File: src/rtl/cpu_pkg.sv
// Shared CPU pipeline definitions: widths, NOP encoding and fetch-stage state.
package cpu_pkg;

  localparam int unsigned PC_W    = 22;
  localparam int unsigned INSTR_W = 32;

  localparam logic [INSTR_W-1:0] NOP_INSTR = '0;

  typedef enum logic {
    IF_RUN,
    IF_HALTED
  } if_state_e;

endpackage

File: src/rtl/if_pc_gen.sv
// Program counter register with hold / increment / redirect next-PC selection.
// Increment wraps modulo 2^PC_WIDTH.
module if_pc_gen
  import cpu_pkg::*;
#(
  parameter int unsigned     PC_WIDTH = PC_W,
  parameter logic [PC_WIDTH-1:0] RESET_PC = '0
) (
  input  logic                clk,
  input  logic                rst,
  input  logic                load,
  input  logic [PC_WIDTH-1:0] load_pc,
  input  logic                advance,
  output logic [PC_WIDTH-1:0] pc
);

  logic [PC_WIDTH-1:0] pc_q, pc_d;

  always_comb begin
    pc_d = pc_q;
    if (load) begin
      pc_d = load_pc;
    end else if (advance) begin
      pc_d = pc_q + PC_WIDTH'(1);
    end
  end

  always_ff @(posedge clk) begin
    if (rst) begin
      pc_q <= RESET_PC;
    end else begin
      pc_q <= pc_d;
    end
  end

  assign pc = pc_q;

endmodule

File: src/rtl/if_fetch_stage.sv
// Instruction-fetch stage: PC, IF/ID register and RUN/HALTED control.
// Optional IF_PERF_CNT_EN adds saturating fetch and bubble counters.
module if_fetch_stage
  import cpu_pkg::*;
#(
  parameter int unsigned            PC_WIDTH    = PC_W,
  parameter int unsigned            INSTR_WIDTH = INSTR_W,
  parameter logic [PC_WIDTH-1:0]    RESET_PC    = '0
) (
  input  logic                   clk,
  input  logic                   rst,
  input  logic                   IF_stall,
  input  logic                   EX_redirect,
  input  logic [PC_WIDTH-1:0]    EX_redirect_pc,
  input  logic                   EX_hlt,
  output logic [PC_WIDTH-1:0]    imem_addr,
  output logic                   imem_rd,
  input  logic [INSTR_WIDTH-1:0] imem_rdata,
  output logic [INSTR_WIDTH-1:0] ID_instr,
  output logic [PC_WIDTH-1:0]    ID_pc_plus1,
  output logic                   ID_valid,
`ifdef IF_PERF_CNT_EN
  output logic [31:0]            IF_fetch_cnt,
  output logic [31:0]            IF_bubble_cnt,
`endif
  output logic                   IF_halted
);

  if_state_e           state;
  logic [PC_WIDTH-1:0] pc;
  logic                run;
  logic                do_halt, do_redirect, do_fetch;

  assign run         = (state == IF_RUN);
  assign do_halt     = run && EX_hlt;
  assign do_redirect = run && !EX_hlt && EX_redirect;
  assign do_fetch    = run && !EX_hlt && !EX_redirect && !IF_stall;

  if_pc_gen #(
    .PC_WIDTH (PC_WIDTH),
    .RESET_PC (RESET_PC)
  ) u_pc_gen (
    .clk     (clk),
    .rst     (rst),
    .load    (do_redirect),
    .load_pc (EX_redirect_pc),
    .advance (do_fetch),
    .pc      (pc)
  );

  assign imem_addr = pc;
  assign imem_rd   = run;

  always_ff @(posedge clk) begin
    if (rst) begin
      state       <= IF_RUN;
      ID_instr    <= INSTR_WIDTH'(NOP_INSTR);
      ID_pc_plus1 <= '0;
      ID_valid    <= 1'b0;
      IF_halted   <= 1'b0;
    end else if (do_halt) begin
      state     <= IF_HALTED;
      IF_halted <= 1'b1;
      ID_instr  <= INSTR_WIDTH'(NOP_INSTR);
      ID_valid  <= 1'b0;
    end else if (do_redirect) begin
      ID_instr <= INSTR_WIDTH'(NOP_INSTR);
      ID_valid <= 1'b0;
    end else if (do_fetch) begin
      ID_instr    <= imem_rdata;
      ID_pc_plus1 <= pc + PC_WIDTH'(1);
      ID_valid    <= 1'b1;
    end
  end

`ifdef IF_PERF_CNT_EN
  logic bubble_evt;

  // A stall only counts as a bubble cycle when the held IF/ID entry is already a bubble.
  assign bubble_evt = do_halt || do_redirect || (run && IF_stall && !ID_valid);

  always_ff @(posedge clk) begin
    if (rst) begin
      IF_fetch_cnt  <= '0;
      IF_bubble_cnt <= '0;
    end else begin
      if (do_fetch && (IF_fetch_cnt != 32'hFFFF_FFFF)) begin
        IF_fetch_cnt <= IF_fetch_cnt + 32'd1;
      end
      if (bubble_evt && (IF_bubble_cnt != 32'hFFFF_FFFF)) begin
        IF_bubble_cnt <= IF_bubble_cnt + 32'd1;
      end
    end
  end
`endif

endmodule

File: config.mk
export PLATFORM = sky130hd
export DESIGN_NAME = if_fetch_stage
export DESIGN_NICKNAME = d
export VERILOG_FILES = /design/src/rtl/cpu_pkg.sv /design/src/rtl/if_pc_gen.sv /design/src/rtl/if_fetch_stage.sv
export SDC_FILE = /design/constraint.sdc
export NUM_CORES = 1
export LEC_CHECK = 0
export BUFFER_PORTS_ARGS = -buffer_cell sky130_fd_sc_hd__buf_2
export CORE_ASPECT_RATIO = 0.9
export CORE_MARGIN = 2
export CORE_UTILIZATION = 49
export DETAILED_ROUTE_END_ITERATION = 16
export PLACE_DENSITY = 0.8
export REMOVE_ABC_BUFFERS = 1
export SYNTH_ARGS = -nofsm -noshare
export SYNTH_HDL_FRONTEND = slang
export SYNTH_HIERARCHICAL = 1
export SYNTH_SLANG_ARGS = --single-unit
export TNS_END_PERCENT = 50
File: constraint.sdc
create_clock -name clk -period 3.9 [get_ports clk]
set_clock_uncertainty 0.2 [all_clocks]
set_input_delay 0.78 -clock clk [delete_from_list [all_inputs] [get_ports clk]]
set_output_delay 0.78 -clock clk [all_outputs]
set_load 0.1 [all_outputs]
; ---- Yosys cells after proc, flatten, opt, wreduce, memory -nomap -nowiden
; Cells that the tools add are included.
; W data, S select, Z words.
[totals]
mem_bits_rw = 0
wordCells = 22
ff_bits = 78
n_memories = 0
romBits = 0
latchBits = 0
[op_classes]
muxes = 2
n_reduce_logical = 11
n_addsub = 1
multipliers = 0
n_shift = 0
eq_ne = 0
n_lt_le_gt_ge = 0
div_mod_pow = 0
bitwise = 3
[op_table]
columns = op, count
row1 = $mux W22, 2
row2 = $add A22 B1 Y22 const B, 1
row3 = $logic_and A1 B1 Y1, 5
row4 = $logic_not A1 Y1, 3
row5 = $not A1 Y1, 3
row6 = $reduce_and A3 Y1, 1
row7 = $reduce_or A3 Y1, 1
row8 = $reduce_bool A2 Y1, 1

; ---- Depth between registers and ports, before layout
; Gate-level depths: netlist (run 1).
[logic_depth]
depth_word = 6
depth_mapped = 10
ltp_nobuf = 7

; ---- Hierarchy
; The synthesis (run 1) kept the hierarchy.
[modules_own_cells]
columns = module, area_per_inst_um2, n_inst, cells_each, seq_area_each_um2
row1 = if_fetch_stage, 2294.7, 1, 289, 1121.1
row2 = if_pc_gen, 1270.0, 1, 152, 440.4

; ---- Worst setup path before layout (run 1)
; OpenSTA, ideal clock, no wires.
[synth_path]
kind = reg2reg
start = register state
end = register u_pc_gen.pc_q[15] (netlist: u_pc_gen/pc[15])
setup_slack_ns = 0.237
period_less_slack_ns = 3.663
path_stages_with_launch = 11
setup_ns = 0.091
path_buffers = 3
t_arrival_ns = 3.372
cell_sequence = dfxtp_1 > nor2_1 > nand2_1 > inv_1 > clkbuf_1 > clkbuf_1 > buf_4 > nand3_4 > or4_4 > or4_1 > a311oi_1
[synth_between]
elab_chain_len = 5
elab_cells_between_ends = 7
classes_between = mux: 1 / bitwise: 1 / reduce/logical: 5
[synth_lines]
columns = item, line
row1 = start: declaration, if_fetch_stage.sv:29  ; if_state_e state;
row2 = start signal: assignment, if_fetch_stage.sv:56  ; state <= IF_RUN;
row3 = start signal: assignment, if_fetch_stage.sv:62  ; state <= IF_HALTED;
row4 = $not A1 Y1, if_fetch_stage.sv:34  ; assign run = (state == IF_RUN);
row5 = $logic_and A1 B1 Y1 (3 in series), if_fetch_stage.sv:37  ; assign do_fetch = run && !EX_hlt && !EX_redirect && !IF_stall;
row6 = net do_fetch, if_fetch_stage.sv:32  ; logic do_halt, do_redirect, do_fetch;
row7 = $reduce_bool A2 Y1 (no line), n/a
row8 = end signal: assignment, if_pc_gen.sv:32  ; pc_q <= pc_d;
row9 = end: declaration, if_pc_gen.sv:17  ; logic [PC_WIDTH-1:0] pc_q, pc_d;
; The timed path passes the listed nets, and every way through them passes these cells.
; A chain may end at the register's enable or synchronous reset.

; ---- Worst setup path in the final report (run 1)
[layout_path]
start = input EX_hlt
end = register u_pc_gen.pc_q[16] (netlist: u_pc_gen/pc[16])
[layout_between]
elab_chain_len = 5
elab_cells_between_ends = 7
classes_between = mux: 1 / reduce/logical: 6
[layout_lines]
columns = item, line
row1 = start: declaration, if_fetch_stage.sv:15  ; input logic EX_hlt,
row2 = $logic_not A1 Y1 *, "if_fetch_stage.sv:36, if_fetch_stage.sv:37"
row3 = $logic_and A1 B1 Y1 *, "if_fetch_stage.sv:36, if_fetch_stage.sv:37"
row4 = $logic_and A1 B1 Y1 (2 in series), if_fetch_stage.sv:37
row5 = $reduce_bool A2 Y1 (no line), n/a
; Mark *: on every way between the ends. The rest lies on a longest branch, timed or not.

==> summary.txt, run 1 <==
Clocking
  • CTS Sinks: 78
  • Hold Buf Count CTS: 0
  • Post-CTS sizing: 0
  • Clock Latency Late Sink: 360 ps
  • Clock buffer depth: 2
  • Clk Tree Root Cell: clkbuf_8
  • H-tree levels: 3
  • Worst-path clk slew: 80 ps
  • TritonCTS buffer count: 9
  • Postcts setup bufs: 0
  • CTS tree: yes

Worst setup path
  • Startpoint types: input pin
  • Crit path arrival time: 3000 ps
  • Worst reg2reg path endpoint: u_pc_gen/pc[16]$_SDFFE_PP0P_
  • Worst setup path end: u_pc_gen/pc[16]$_SDFFE_PP0P_
  • R2r startpoint: state$_SDFFE_PP0P_
  • Setup crit start: EX_hlt
  • Crit. End Element: flip-flop
  • R2R depth: 8
  • Critical path class: input pin to flip-flop
  • Critical Path RT: 3950 ps
  • Setup slack, reg-to-reg: 1090 ps
  • Worst Path Max Fanout: 26

Die
  • IO Pins: 138
  • Starting Density: 50.64%
  • Core area: 7039 µm²
  • Die area: 7974 µm²
  • Die H: 84.92 µm
  • # rows: 29
  • Die W: 93.91 µm

Timing
  • # setup viols final: 0
  • Slew Limit Fails: 0
  • Final hold vios: 0
  • Relative slew slack: 17.81%
  • Tmin final: 2959 ps
  • Max frequency: 0.3379 GHz
  • Final period util: 75.88%
  • Unrepaired setup endpoints after global routing: no
  • Least-Margin Pin Slew: 1232 ps

Place
  • Post-DP Area: 4317 µm²
  • DP Wirelength: 6909 µm
  • RePlAce Congestion: 0.8606
  • PortBufs: 137

Worst hold path
  • Hold crit path type: flip-flop to flip-flop
  • Worst hold path depth: 2

Synth
  • Synthesized flop and latch total: 78
  • Yosys cell types: 46
  • Yosys synthesis warning count: 6
  • Syn avg cell area: 8.083 µm²
  • Seq/Total Area, Yosys: 43.80%
  • Cells after Synth: 441
  • Synth Cell Area: 3565 µm²

Global routing
  • Top Usage Layer GRT: met2
  • Remaining Overflow, GRT: 0
  • Met1 GRT Util: 30.99%
  • GRT Overall Usage: 23.89%
  • Initial antenna violation count: 0
  • First-pass GRT wire length: 15390 µm
  • Grt met3 use: 5.950%
  • Vias in the first global route: 3235
  • GR Util met2: 39.48%
  • Largest net degree at the start of global routing: 56

Final layout
  • Syn-to-layout area delta: 27.52%
  • Final core occ: 64.58%
  • N_diodes: 0
  • Commonest non-fill, non-tap cells in the layout: buf_2, nand2_1, dfxtp_1
  • # nets final: 631
  • Final Instance Area: 4546 µm²
  • Commonest non-fill, non-tap cell in the layout: buf_2
  • Share of layout cells above drive strength 1: 29.39%

Detailed routing
  • Via count: 3699
  • DRC viols: 0
  • Via density: 5.537
  • Routed len/inst: 14.40 µm
  • First-pass iteration count of the detailed router: 5
  • Final ANT Viol Nets: 0
  • Routed Wire Length: 9617 µm
  • Initial detailed-routing violation count: 259

Pwr
  • Leakage dissipation: 1.832 nW
  • Worst vdd ir: 0.2847 mV
  • Cell Pwr Density: 430.5 nW/µm²

Run
  • Max_cap viols: 0

Status
  • Outcome: finished, final reports clean
critical path, cell delays in order:
cell	delay, ps
buf_2	100
nor2_1	140
nand2_1	110
inv_2	110
buf_4	280
nand2_1	210
nor4_2	730
a21boi_0	200
o311a_1	320
worst min-delay path by stage:
stage	slack, ps	start	endpoint
global placement	240	ID_instr[27]$_SDFFE_PP0P_	ID_instr[27]$_SDFFE_PP0P_
floorplan	650	rst	ID_pc_plus1[1]$_SDFFE_PP0P_
global route	270	ID_instr[19]$_SDFFE_PP0P_	ID_instr[19]$_SDFFE_PP0P_
finish	250	ID_instr[27]$_SDFFE_PP0P_	ID_instr[27]$_SDFFE_PP0P_
CTS	260	ID_instr[27]$_SDFFE_PP0P_	ID_instr[27]$_SDFFE_PP0P_
detailed placement	240	ID_instr[27]$_SDFFE_PP0P_	ID_instr[27]$_SDFFE_PP0P_
synth_stat cells, drive strengths merged:
master,number,area share [%]
nand2,79,8.3
dfxtp,78,44
nor2,45,4.7
a21oi,35,4.9
clkbuf,20,2.1
a211oi,19,4.0
xnor2,19,4.7
nand3,14,2.5
inv,12,1.3
nor3,12,1.7
nor4,12,2.3
nand4,11,2.1
a311oi,10,2.5
o21ai,10,1.4
or3,10,1.8
or4,7,1.7
buf,5,0.67
mux2i,5,1.4
a31oi,4,0.70
and2,4,0.70
and3,3,0.53
o21bai,3,0.63
o31ai,3,0.63
a2111oi,2,0.49
and4,2,0.49
ha,2,0.70
nand2b,2,0.35
o311a,2,0.56
xor2,2,0.49
a211o,1,0.25
a21boi,1,0.21
a31o,1,0.25
clkinv,1,0.11
nor2b,1,0.18
nor3b,1,0.21
o2111a,1,0.32
o2111ai,1,0.25
o211ai,1,0.21
cell type report:
cell class                      count  area (µm²)
Clock buffer                        9       123.9
Clock inverter                      7       105.1
Fill cell                         632        2494
Inverter                           13       48.80
Multi-Input combinational cell    325        1859
Sequential cell                    78        1562
Tap cell                           93       116.4
Timing Repair Buffer              143       730.7
routing by layer:
| metal | share of wire [%] | routed length [µm] | up-vias |
|---|---|---|---|
| met2 | 47 | 4541 | 161 |
| li1 | - | - | 1829 |
| met3 | 8.5 | 815 | 14 |
| met5 | 0 | 0 | - |
| met1 | 43 | 4138 | 1695 |
| met4 | 1.3 | 121 | 0 |
logic make-up (layout without fill, tap and decap cells):
logic type                 Yosys count  after routing  synth area share, %
and+or+nand+nor                    203            203                27.52
AOI/OAI and AO/OA                   94             94                17.27
adders and majority gates            2              2               0.7019
xor gates and xnor gates            21             21                5.160
muxes                                5              5                1.404
DFF                                 78             78                43.80
buffers and inverters               38            172                4.141
stage by stage:
step           power (W)  setup slack, ps  instances  hold WS, ps  setup TNS (ps)
2_1_floorplan   0.001185           -655.6        416        649.1           -5388
3_3_place_gp    0.001278            711.2        652        239.0               0
3_5_place_dp    0.001285            583.1        652        243.0               0
4_1_cts         0.001972            969.8        668        255.1               0
5_1_grt         0.002033            784.4        668        273.2               0
6_report        0.001957            940.6        668        252.8               0
where the power goes:
part	leakage, nW	internal [W]	total, W	switching (W)
combinational	1.08	0.0000848	0.000395	0.000310
clock	0.112	0.000370	0.000690	0.000320
sequential	0.634	0.000826	0.000872	0.0000462
total	1.83	0.00128	0.00196	0.000676
flip-flops by register name (all words and copies together), names as in the netlist:
register / count
ID_instr: 32
ID_pc_plus1: 22
u_pc_gen/pc: 22
ID_valid: 1
state: 1
Note: power is estimated with default switching activity, not from simulation.
==> inputs of run 2 (changes only) <==
--- a/config.mk
+++ b/config.mk
@@ -5,12 +5,13 @@
 export SDC_FILE = /design/constraint.sdc
 export NUM_CORES = 1
 export LEC_CHECK = 0
+export ABC_AREA = 1
 export BUFFER_PORTS_ARGS = -buffer_cell sky130_fd_sc_hd__buf_2
 export CORE_ASPECT_RATIO = 0.9
 export CORE_MARGIN = 2
-export CORE_UTILIZATION = 49
+export CORE_UTILIZATION = 51
 export DETAILED_ROUTE_END_ITERATION = 16
-export PLACE_DENSITY = 0.8
+export PLACE_DENSITY = 0.81
 export REMOVE_ABC_BUFFERS = 1
 export SYNTH_ARGS = -nofsm -noshare
 export SYNTH_HDL_FRONTEND = slang
==> constraint.sdc (replaced) <==
create_clock -name clk -period 2.8 [get_ports clk]
set_clock_uncertainty 0.2 [all_clocks]
set_input_delay 0.56 -clock clk [delete_from_list [all_inputs] [get_ports clk]]
set_output_delay 0.56 -clock clk [all_outputs]
set_load 0.1 [all_outputs]
==> run 2 against run 1 <==
Against the previous run:
- routed wire length rose by 13%
- highest routed layer unchanged
- flip-flop and latch count did not move
- design area rose by 9.9%
- combinational power rose by 29%
- cell count rose by 24%
- register-to-register slack got worse by 240 ps
- count of clock-buffer cells in the layout did not move
- critical path type is now flip-flop to primary output
- sequential power rose by 36%
- total power rose by 29%
- core utilization rose by 0.97 points
==> summary.txt, run 2 <==
Worst setup path
  • CP delay by family, top: flip-flops
  • Startpoint types: flip-flop
  • Crit. End Element: primary output
  • Critical Path RT: 2040 ps
  • WP buf/inv: 1
  • Critical path class: flip-flop to primary output
  • Slowest cell on the critical path: dfxtp_1
  • Crit path arrival time: 1490 ps
  • Worst-path cell chain: buf_2
  • Worst Path Max Fanout: 12
  • CP max stage delay: 620 ps

Clocking
  • Worst-path clk slew: 90 ps
  • Clock buffer depth: 2
  • Clk Tree Root Cell: clkbuf_8
  • TritonCTS buffer count: 9
  • CTS Sinks: 78
  • Hold Buf Count CTS: 0
  • H-tree levels: 3
  • Postcts setup bufs: 0
  • Post-CTS sizing: 0
  • CTS tree: yes
  • Clock Latency Late Sink: 360 ps

Timing
  • Relative slew slack: 66.27%
  • # setup viols final: 0
  • Max frequency: 0.4449 GHz
  • Slew Limit Fails: 0
  • Final period util: 80.28%
  • Unrepaired setup endpoints after global routing: no
  • Tmin final: 2248 ps
  • Setup ws final: 552.3 ps
  • Final hold vios: 0
  • Least-Margin Pin Slew: 509.5 ps

Final layout
  • Syn-to-layout area delta: 23.67%
  • N_diodes: 0
  • Max FFs per register: 32
  • # nets final: 791
  • Commonest non-fill, non-tap cells in the layout: nand2_1, buf_2, dfxtp_1
  • Largest Register: ID_instr
  • Final core occ: 65.55%
  • Commonest non-fill, non-tap cell in the layout: nand2_1
  • Layout Cells excl Fill: 831
  • Share of layout cells above drive strength 1: 27.48%

Pwr
  • Worst vdd ir: 0.3597 mV
  • Leakage dissipation: 2.236 nW
  • Cell Pwr Density: 503.8 nW/µm²

Synth
  • Cells after Synth: 594
  • Top cell type's share of synthesized area: 38.66%
  • Synth area leaders: dfxtp_1, nand2_1, a21oi_1
  • Synth Cell Area: 4039 µm²
  • Yosys cell types: 33
  • Post-synth EDFFs: 0
  • Seq/Total Area, Yosys: 38.66%
  • Synth async-reset ratio: 0%
  • Yosys synthesis warning count: 6
  • Count leader, synth: nand2_1
  • Cell accounting for the most synthesized area: dfxtp_1
  • Synthesized flop and latch total: 78
  • Primary FF master, synth: dfxtp_1
  • Post-synth top cells: nand2_1, dfxtp_1, nor2_1
  • Syn avg cell area: 6.799 µm²

Die
  • Die area: 8648 µm²
  • # rows: 30
  • IO Pins: 138
  • Die W: 97.81 µm
  • Starting Density: 53.00%
  • Core area: 7620 µm²
  • Die H: 88.43 µm

Detailed routing
  • Via count: 4261
  • Initial detailed-routing violation count: 279
  • Final ANT Viol Nets: 0
  • Routed len/inst: 13.06 µm
  • Via density: 5.128
  • Routed Wire Length: 10850 µm
  • First-pass iteration count of the detailed router: 5
  • DRC viols: 0

Global routing
  • Initial antenna violation count: 0
  • GRT Overall Usage: 24.97%
  • First-pass GRT wire length: 17700 µm
  • Largest net degree at the start of global routing: 38
  • Remaining Overflow, GRT: 0
  • Vias in the first global route: 3861

Run
  • Max_cap viols: 0

Place
  • Post-Place Cells: 815
  • DP Wirelength: 7831 µm
  • PortBufs: 137
  • RePlAce Congestion: 0.8775
  • Pre-CTS setup slack: 589.8 ps

Worst hold path
  • Hold crit path type: input pin to flip-flop

Status
  • Outcome: finished, final reports clean
## run 2: cell types whose count changed after synthesis, moves of 12 or more
cell / previous run / this run
nor2_1: 45 / 64
nor3_1: 12 / 0
inv_1: 12 / 52
a211oi_1: 19 / 1
xnor2_1: 19 / 4
clkbuf_1: 20 / 4
buf_2: 1 / 13
a21oi_1: 35 / 54
a22oi_1: 0 / 13
nand3_1: 12 / 46
nand2_1: 79 / 171
## run 2: path summary, 6_finish.rpt
| check | from | endpoint | slack (ps) | cells after the start |
|---|---|---|---|---|
| setup reg to reg | u_pc_gen/pc[0]$_SDFFE_PP0P_ | u_pc_gen/pc[16]$_SDFFE_PP0P_ | 850 | 9 |
| hold reg to reg | ID_instr[28]$_SDFFE_PP0P_ | ID_instr[28]$_SDFFE_PP0P_ | 260 | 2 |
| setup / recovery | u_pc_gen/pc[2]$_SDFFE_PP0P_ | imem_addr[2] | 550 | 1 |
| hold / removal | imem_rdata[14] | ID_instr[14]$_SDFFE_PP0P_ | 240 | 3 |
## run 2: metal layers
metal / up-vias / global-route usage (%) / share of wire (%)
met5: - / 0 / 0
met4: 0 / 8.333 / 1.5
met3: 16 / 4.581 / 5.7
met2: 147 / 42.51 / 48
met1: 1916 / 32.61 / 44
li1: 2182 / - / -
## run 2: cell type report
class / count / area (µm²)
Clock buffer: 9 / 123.9
Tap cell: 96 / 120.1
Inverter: 58 / 217.7
Fill cell: 694 / 2625
Sequential cell: 78 / 1562
Clock inverter: 7 / 65.06
Timing Repair Buffer: 147 / 760.7
Multi-Input combinational cell: 436 / 2146
## run 2: where the power goes
group | leakage [nW] | internal, W | switching, W
Combinational | 1.52 | 0.000109 | 0.000402
Clock | 0.0856 | 0.000338 | 0.000474
Sequential | 0.633 | 0.00114 | 0.0000489
Total | 2.24 | 0.00159 | 0.000925
## run 2: metrics by stage
step | instance area (µm²) | total power [W] | TNS (ps) | hold WS [ps]
2_1_floorplan | 3920 | 0.001593 | -18870 | 429.1
3_3_place_gp | 4806 | 0.001722 | 0 | 246.3
3_5_place_dp | 4806 | 0.001729 | 0 | 251.7
4_1_cts | 4995 | 0.002534 | 0 | 230.3
5_1_grt | 4995 | 0.002614 | 0 | 230.7
6_report | 4995 | 0.002516 | 0 | 242.7
## run 2: cells by family (layout without fill, tap and decap cells)
logic type / count (synthesis) / after routing / share of synthesized area [%]
adder cells (fa/ha/maj): 2 / 2 / 0.6195
AO/OA/AOI/OAI: 101 / 101 / 14.03
flip-flops: 78 / 78 / 38.66
buffers and inverters: 80 / 221 / 8.333
AND/OR/NAND/NOR: 320 / 320 / 35.53
XOR/XNOR: 13 / 13 / 2.819
==> inputs of run 3 (changes only) <==
==> constraint.sdc (replaced) <==
create_clock -name clk -period 2.2 [get_ports clk]
set_clock_uncertainty 0.2 [all_clocks]
set_input_delay 0.44 -clock clk [delete_from_list [all_inputs] [get_ports clk]]
set_output_delay 0.44 -clock clk [all_outputs]
set_load 0.1 [all_outputs]
==> run 3 against run 2 <==
Against the previous run:
- setup slack lost 500 ps
- global-route usage grew 0.46 points
- sequential power grew 28%
- count of clock-buffer cells in the layout is the same
- total power grew 28%
- cell count grew 0.60%
==> summary.txt, run 3 (synthesis gave the netlist of run 2 again) <==
Pwr
  • Share of total power in the clock network: 32.2%
  • Cell Pwr Density: 637.1 nW/µm²
  • Int Pwr: 0.002035 W
  • Sequential Power Share: 47.3%
  • Sw frac: 36.67%
  • Leakage dissipation: 2.271 nW
  • Switching power: 0.001178 W
  • Worst vdd ir: 0.4419 mV
  • Logic pwr share: 20.5%

Worst setup path
  • CP max stage delay: 630 ps
  • Startpoint types: flip-flop
  • Slowest cell on the critical path: dfxtp_1
  • Critical path class: flip-flop to primary output
  • Worst-path cell chain: buf_2
  • Worst Path Max Fanout: 12
  • CP delay by family, top: flip-flops
  • Crit path arrival time: 1510 ps
  • Critical Path RT: 1560 ps
  • WP buf/inv: 1
  • Crit. End Element: primary output

Place
  • Pre-CTS setup slack: 270.5 ps
  • RePlAce Congestion: 0.8741
  • DP Wirelength: 7996 µm
  • Post-DP Area: 4856 µm²
  • PortBufs: 137

Detailed routing
  • First-pass iteration count of the detailed router: 5
  • Via density: 5.164
  • Final ANT Viol Nets: 0
  • Via count: 4317
  • DRC viols: 0
  • Routed len/inst: 13.20 µm
  • Routed Wire Length: 11040 µm
  • Initial detailed-routing violation count: 198

Global routing
  • Initial antenna violation count: 0
  • Remaining Overflow, GRT: 0
  • GRT Overall Usage: 25.43%
  • Vias in the first global route: 3798
  • First-pass GRT wire length: 17810 µm
  • Largest net degree at the start of global routing: 38

Timing
  • Relative slew slack: 66.50%
  • Least-Margin Pin Slew: 506.0 ps
  • Unrepaired setup endpoints after global routing: no
  • Slew Limit Fails: 0
  • Final hold vios: 0
  • Final period util: 97.61%
  • Max frequency: 0.4657 GHz
  • # setup viols final: 0
  • Setup ws final: 52.53 ps
  • Tmin final: 2147 ps

Clocking
  • Clock Latency Late Sink: 360 ps
  • Hold Buf Count CTS: 0
  • CTS tree: yes
  • Clk Tree Root Cell: clkbuf_8
  • Postcts setup bufs: 0
  • CTS Sinks: 78
  • Clock buffer depth: 2
  • Worst-path clk slew: 90 ps
  • H-tree levels: 3
  • TritonCTS buffer count: 9

Final layout
  • Final Instance Area: 5045 µm²
  • Commonest non-fill, non-tap cell in the layout: nand2_1
  • Largest Register: ID_instr
  • Seq. cell area: 1562 µm²
  • Commonest non-fill, non-tap cells in the layout: nand2_1, buf_2, dfxtp_1
  • # nets final: 796
  • # fillers: 690
  • Syn-to-layout area delta: 24.91%
  • Multi-input logic area: 2146 µm²
  • Share of layout cells above drive strength 1: 27.97%
  • Final core occ: 66.21%
  • Max FFs per register: 32
  • N_diodes: 0

Status
  • Outcome: finished, final reports clean

Die
  • IO Pins: 138
  • Die H: 88.43 µm
  • Core area: 7620 µm²
  • Die W: 97.81 µm
  • Die area: 8648 µm²
  • # rows: 30
  • Starting Density: 53.00%

Worst hold path
  • Hold crit path type: input pin to flip-flop

Run
  • Max_cap viols: 0
==> run 3: cell types whose count changed in the layout (fill, tap and decap cells not counted), sizes merged <==
cell      previous run  this run
inv                 61        62
clkinv               1         2
buf                147       151
clkinvlp             3         1
clkbuf               9        10
==> run 3: power by group through the flow <==
stage                     logic, W  clock network [W]  registers (W)
after floorplan           0.000158                  0        0.00187
after global placement    0.000651                  0        0.00155
after detailed placement  0.000658                  0        0.00155
after CTS                 0.000660            0.00106        0.00152
after global routing      0.000698            0.00111        0.00153
final                     0.000659            0.00103        0.00152
==> run 3: final timing paths <==
kind                                  end  cells after the start                    startpoint  slack [ps]
min reg2reg      ID_instr[6]$_SDFFE_PP0P_                      2      ID_instr[6]$_SDFFE_PP0P_         270
max reg2reg  ID_pc_plus1[14]$_SDFFE_PP0P_                     10   u_pc_gen/pc[0]$_SDFFE_PP0P_         300
max                         imem_addr[12]                      1  u_pc_gen/pc[12]$_SDFFE_PP0P_          50
min              ID_instr[7]$_SDFFE_PP0P_                      3                 imem_rdata[7]         110
==> run 3: cell type report <==
| type | count | area share, % |
|---|---|---|
| multi-input combinational | 436 | 42.53 |
| sequential | 78 | 30.95 |
| clock buffer | 9 | 2.455 |
| inverter | 58 | 4.315 |
| tap | 96 | 2.381 |
| timing repair buffer | 152 | 16.12 |
| clock inverter | 7 | 1.240 |
==> run 3: worst reg2reg max path, stage by stage, from the launching register on <==
cell and delay, ps:
dfxtp_1 520, ha_1 280, nand2_1 80, nor2_2 190
nand2_4 110, nor2_4 130, nand2_1 80, nand2_1 60
nand3_1 60, nand2_1 60, inv_1 30
==> run 3: routing by layer <==
layer	routed length, µm	vias to the layer above	share of wire [%]	global-route usage (%)
met5	0	-	0	0
met4	199	0	1.8	9.596
met3	736	19	6.7	5.529
met2	5081	140	46	41.07
met1	5017	1969	45	33.97
li1	-	2189	-	-
==> run 3: what timing repair did <==
action	4_1_cts	5_1_grt
hold endpoints to repair	0	0
resized for setup	0	1
setup endpoints to repair	0	1
==> run 3: metrics by stage <==
stage	hold WS (ps)	TNS (ps)	std cells	total power [W]
detailed placement	251.8	0	820	0.002210
global placement	247.8	0	820	0.002201
CTS	92.30	0	836	0.003242
floorplan	309.1	-65170	572	0.002027
global route	102.0	0	836	0.003336
finish	110.7	0	836	0.003214
